[src/rtl/pipeline_fd_skid.sv]
// Fetch-to-decode pipeline register with a one-entry skid buffer.
// Fully registered ready/valid in both directions; flush empties the stage and presents a NOP.
module pipeline_fd_skid #(
  parameter int unsigned         XLEN      = 32,
  parameter logic [XLEN-1:0]     RESET_PC  = XLEN'(32'h1000_0000),
  parameter logic [XLEN-1:0]     NOP_INSTR = XLEN'(32'h0000_0033),
  parameter int unsigned         SB_W      = 2
) (
  input  logic              clk,
  input  logic              n_rst,
  input  logic              in_valid,
  output logic              in_ready,
  input  logic [XLEN-1:0]   InstrF,
  input  logic [XLEN-1:0]   PCF,
  input  logic [XLEN-1:0]   PC_Plus4F,
  input  logic [SB_W-1:0]   SbF,
  input  logic              flush,
  output logic              out_valid,
  input  logic              out_ready,
  output logic [XLEN-1:0]   InstrD,
  output logic [XLEN-1:0]   PCD,
  output logic [XLEN-1:0]   PC_Plus4D,
  output logic [SB_W-1:0]   SbD,
  output logic [1:0]        occupancy
);

  typedef enum logic [1:0] {
    EMPTY = 2'd0,
    ONE   = 2'd1,
    TWO   = 2'd2
  } state_t;

  typedef struct packed {
    logic [XLEN-1:0] instr;
    logic [XLEN-1:0] pc;
    logic [XLEN-1:0] pc4;
    logic [SB_W-1:0] sb;
  } beat_t;

  localparam logic [XLEN-1:0] RESET_PC4 = RESET_PC + XLEN'(4);

  state_t state, nxt_state;
  beat_t  head, nxt_head;
  beat_t  skid, nxt_skid;
  beat_t  in_beat;
  logic   valid_q, nxt_valid;
  logic   ready_q, nxt_ready;
  logic   push, pop;

  // State and storage registers; ready/valid flops track the next state.
  always_ff @(posedge clk or negedge n_rst) begin
    if (!n_rst) begin
      state   <= EMPTY;
      head    <= '{instr: NOP_INSTR, pc: RESET_PC, pc4: RESET_PC4, sb: '0};
      skid    <= '0;
      valid_q <= 1'b0;
      ready_q <= 1'b1;
    end else begin
      state   <= nxt_state;
      head    <= nxt_head;
      skid    <= nxt_skid;
      valid_q <= nxt_valid;
      ready_q <= nxt_ready;
    end
  end

  // Next-state and storage update; an emptied head shows a NOP with cleared sideband.
  always_comb begin
    nxt_state = state;
    nxt_head  = head;
    nxt_skid  = skid;
    in_beat   = '{instr: InstrF, pc: PCF, pc4: PC_Plus4F, sb: SbF};
    push      = in_valid & ready_q & ~flush;
    pop       = valid_q & out_ready & ~flush;

    if (flush) begin
      nxt_state      = EMPTY;
      nxt_head.instr = NOP_INSTR;
      nxt_head.sb    = '0;
    end else begin
      case (state)
        EMPTY: begin
          if (push) begin
            nxt_head  = in_beat;
            nxt_state = ONE;
          end
        end
        ONE: begin
          if (push && pop) begin
            nxt_head = in_beat;
          end else if (push) begin
            nxt_skid  = in_beat;
            nxt_state = TWO;
          end else if (pop) begin
            nxt_head.instr = NOP_INSTR;
            nxt_head.sb    = '0;
            nxt_state      = EMPTY;
          end
        end
        TWO: begin
          if (pop) begin
            nxt_head  = skid;
            nxt_state = ONE;
          end
        end
        default: nxt_state = EMPTY;
      endcase
    end

    nxt_valid = (nxt_state != EMPTY);
    nxt_ready = (nxt_state != TWO);
  end

  assign in_ready  = ready_q;
  assign out_valid = valid_q;
  assign InstrD    = head.instr;
  assign PCD       = head.pc;
  assign PC_Plus4D = head.pc4;
  assign SbD       = head.sb;
  assign occupancy = 2'(state);

endmodule

[config.mk]
export PLATFORM = sky130hd
export DESIGN_NAME = pipeline_fd_skid
export DESIGN_NICKNAME = d
export VERILOG_FILES = /design/src/rtl/pipeline_fd_skid.sv
export SDC_FILE = /design/constraint.sdc
export NUM_CORES = 1
export LEC_CHECK = 0
export CELL_PAD_IN_SITES_DETAIL_PLACEMENT = 0
export CELL_PAD_IN_SITES_GLOBAL_PLACEMENT = 2
export CORE_MARGIN = 2
export CORE_UTILIZATION = 37
export DETAILED_ROUTE_END_ITERATION = 6
export GPL_TIMING_DRIVEN = 0
export PLACE_DENSITY_LB_ADDON = 0.08
export SLEW_MARGIN = 30
export SYNTH_ARGS = -nofsm -noshare
export SYNTH_HDL_FRONTEND = slang
export SYNTH_SLANG_ARGS = --single-unit
[constraint.sdc]
create_clock -name clk -period 2.7 [get_ports clk]
set_input_delay 0.54 -clock clk [delete_from_list [all_inputs] [get_ports clk]]
set_output_delay 0.54 -clock clk [all_outputs]
set_load 0.05 [all_outputs]
==> impl_metrics.ini <==
[synth]
synth-adder-area-share = 0.005746
synthCells = 585
yosys_warnings = 0
yosys.area_share.simple = 0.01523
synth_mux_area_frac = 0.2258
syn_area_um2 = 8710
ys_seq_area_frac = 0.5758
yosys_register_bits = 200
synth_top_family_by_area = multiplexers
synth_compound_area_frac = 0.1381
synth_xor_area_frac = 0.001006
synth.distinct_cells = 39
postSynthAreaPerCell_um2 = 14.89
syn-num-nets = 692

[route]
drc = 0
first_iter_violations = 245
wirelength_um = 21740
dr.pass1.iters = 4
ant_nets = 0
viasPerCell = 5.100
wl_per_cell_um = 19.05
vias = 5819

[pwr]
p_seq_frac = 0.397
vdd_drop_max_uv = 544.2
swShare = 0.3827
power_density_nw_per_um2 = 1027
switchingPower_mw = 4.630
leakage_nw = 5.002
internal_power_mw = 7.468
pwr-share-clk = 0.202
p_comb_frac = 0.401

[timing]
clock_skew_ns = 0.01420
max_freq_mhz = 418.5
slew_viol_final = 0
rsz0062_at_grt = no
fin_tns_setup_ns = 0
holdWs_ns = 0.4909
finalSetupViolCount = 0
setup_ws_ns = 0.3105
tightest_slew_ns = 0.5870
hold_viol = 0
post-route-period-util = 0.8850
period_needed_ns = 2.390
relSlewSlack = 0.6075

[critical_path]
timing.rr.start = occupancy[1]
cp.arrival_ns = 2.74
cp_max_fo = 10
r2r_end = InstrD[7]
crit_path_end_kind = register
startpoint = occupancy[1]
path_class = register to register
critical_path_required_ns = 3.05
critPathCapture = InstrD[7]
reg2reg_depth = 7
start_kind = register
reg2reg_slack_ns = 0.31

[final_layout]
instances_no_fill = 1141
mostFrequentLayoutCells = clkdlybuf4s50_1, dfrtp_1, mux2_2, a22o_1, a22oi_1
area_delta_synth_final_pct = 35.27
layout_commonest_cell = clkdlybuf4s50_1
design_area_um2 = 11780
nets = 917
drive_gt1_frac = 0.2628
insertedDiodeCount = 0

[floorplan]
row_count = 56
die_y_um = 157.4
pin_count = 205
dieArea_um2 = 24780
start_util = 0.3744
die_width_um = 157.4
core-area_um2 = 23260

[clock_tree]
clk_latency_ns = 0.43
cts_tree = yes
cts_root_buf = clkbuf_16
path_clk_slew_ns = 0.07
cts_made_buffers = 17
cts_max_path_buffers = 2
numClockSinks = 200
cts_max_level = 4
cts_resized = 0

[grt]
grt_max_degree = 89
grt_usage = 0.1805
grt_pass1_wl_um = 34340
grt-ovfl-total = 0
grt_pass1_vias = 6124
antenna_found_initial = 0

[placement]
portBuffers = 203
place_ws_ns = 0.07842
detailed_place.area_um2 = 11200
dpl.hpwl_um = 15130
dp_cells = 1109
routabilityCongestion = 0.8090

[outcome]
status = complete, no violations

[run]
drv_cap = 0

[min_path]
hold_class = register to register
[kinds of logic (layout without fill, tap and decap cells)]
group                      count (synthesis)  count (layout)
AOI/OAI and AO/OA                        143             143
xor gates and xnor gates                   1               1
adders and majority gates                  4               4
muxes                                    166             166
buffers and inverters                     49             286
DFF                                      200             200
and+or+nand+nor                           22              22
[power by group through the flow]
| stage | logic (mW) | clock network [mW] | registers [mW] |
|---|---|---|---|
| 4_1_cts | 4.90 | 2.54 | 4.81 |
| 3_5_place_dp | 4.88 | 0 | 4.85 |
| 5_1_grt | 5.10 | 2.65 | 4.96 |
| 3_3_place_gp | 4.81 | 0 | 4.79 |
| 6_report | 4.85 | 2.45 | 4.80 |
| 2_1_floorplan | 1.49 | 0 | 6.49 |
[state kept, by name (all words and copies together) (netlist names)]
register,flops
PCD,32
skid,98
out_valid,1
SbD,2
PC_Plus4D,32
in_ready,1
InstrD,32
occupancy,2
[synth_stat cells]
cell type | n | share of area
o22ai_1 | 1 | 0.00072
a2bb2oi_1 | 1 | 0.0010
nor2_1 | 2 | 0.00086
a31oi_1 | 2 | 0.0014
nand4_1 | 1 | 0.00072
o211ai_1 | 2 | 0.0017
nand3b_1 | 2 | 0.0017
buf_4 | 7 | 0.0060
o2bb2ai_1 | 30 | 0.030
nor3b_2 | 1 | 0.0014
a21oi_2 | 1 | 0.0010
a21o_1 | 1 | 0.00086
and2_1 | 2 | 0.0014
nand2b_4 | 1 | 0.0016
clkbuf_1 | 11 | 0.0047
buf_6 | 11 | 0.014
inv_1 | 3 | 0.0013
nand4b_1 | 1 | 0.0010
nand2_1 | 7 | 0.0030
a22o_1 | 64 | 0.064
buf_2 | 15 | 0.0086
a211oi_1 | 1 | 0.00086
dfrtp_1 | 192 | 0.55
a31o_2 | 1 | 0.0010
buf_8 | 2 | 0.0034
a22oi_1 | 35 | 0.030
ha_1 | 4 | 0.0057
o21ai_0 | 2 | 0.0011
mux2_4 | 26 | 0.045
o211ai_4 | 1 | 0.0024
nand2_2 | 1 | 0.00072
mux2_2 | 106 | 0.14
a311o_1 | 1 | 0.0011
mux2_1 | 34 | 0.044
dfstp_2 | 8 | 0.024
xnor2_1 | 1 | 0.0010
nor3_1 | 1 | 0.00057
nor2_2 | 1 | 0.00072
nand2b_1 | 2 | 0.0014
[per-stage QoR]
stage               power [mW]  utilization
floorplan                7.985            -
global placement         9.600       0.4789
detailed placement       9.738       0.4815
CTS                      12.25       0.5065
global route             12.71       0.5065
finish                   12.10       0.5065
[critical path, stage by stage, from the launching register on]
cell       delay [ns]
dfrtp_1          0.45
inv_1            0.11
ha_1             0.39
nand2b_4         0.10
o21ai_0          0.48
clkbuf_1         0.46
a22oi_1          0.13
o2bb2ai_1        0.19
[per-layer routing]
| metal | up-vias | GRT usage | routed length, um |
|---|---|---|---|
| met2 | 164 | 0.2909 | 10470 |
| met5 | - | 0 | 0 |
| met3 | 18 | 0.05534 | 1410 |
| li1 | 2662 | - | - |
| met4 | 0 | 0.04935 | 327 |
| met1 | 2975 | 0.2363 | 9533 |
[what timing repair did]
action                                 in CTS  in global routing
buffers inserted                            0                  0
endpoints found under the hold margin      25                  0
hold buffers                                1                  0
[how the worst min path moves through the flow]
stage	from	endpoint	slack (ns)	cells past startpoint
after floorplan	n_rst	InstrD[10]	0.24	0
after global placement	InstrD[19]	InstrD[19]	0.47	1
after detailed placement	n_rst	PCD[13]	0.41	1
after CTS	flush	in_ready	0.48	3
after global routing	flush	in_ready	0.51	3
final	InstrD[16]	InstrD[16]	0.49	1
[layout make-up]
type | count | area [um2]
fillers | 2044 | 11480
flip-flops and latches | 200 | 5015
multi-input cells | 336 | 3361
repair buffers | 206 | 2102
clock buffers | 17 | 425.4
well taps | 319 | 399.1
plain buffers | 46 | 322.8
clock inverters | 14 | 145.1
inverters | 3 | 11.26
No activity file was read; power rests on OpenSTA's default activity.
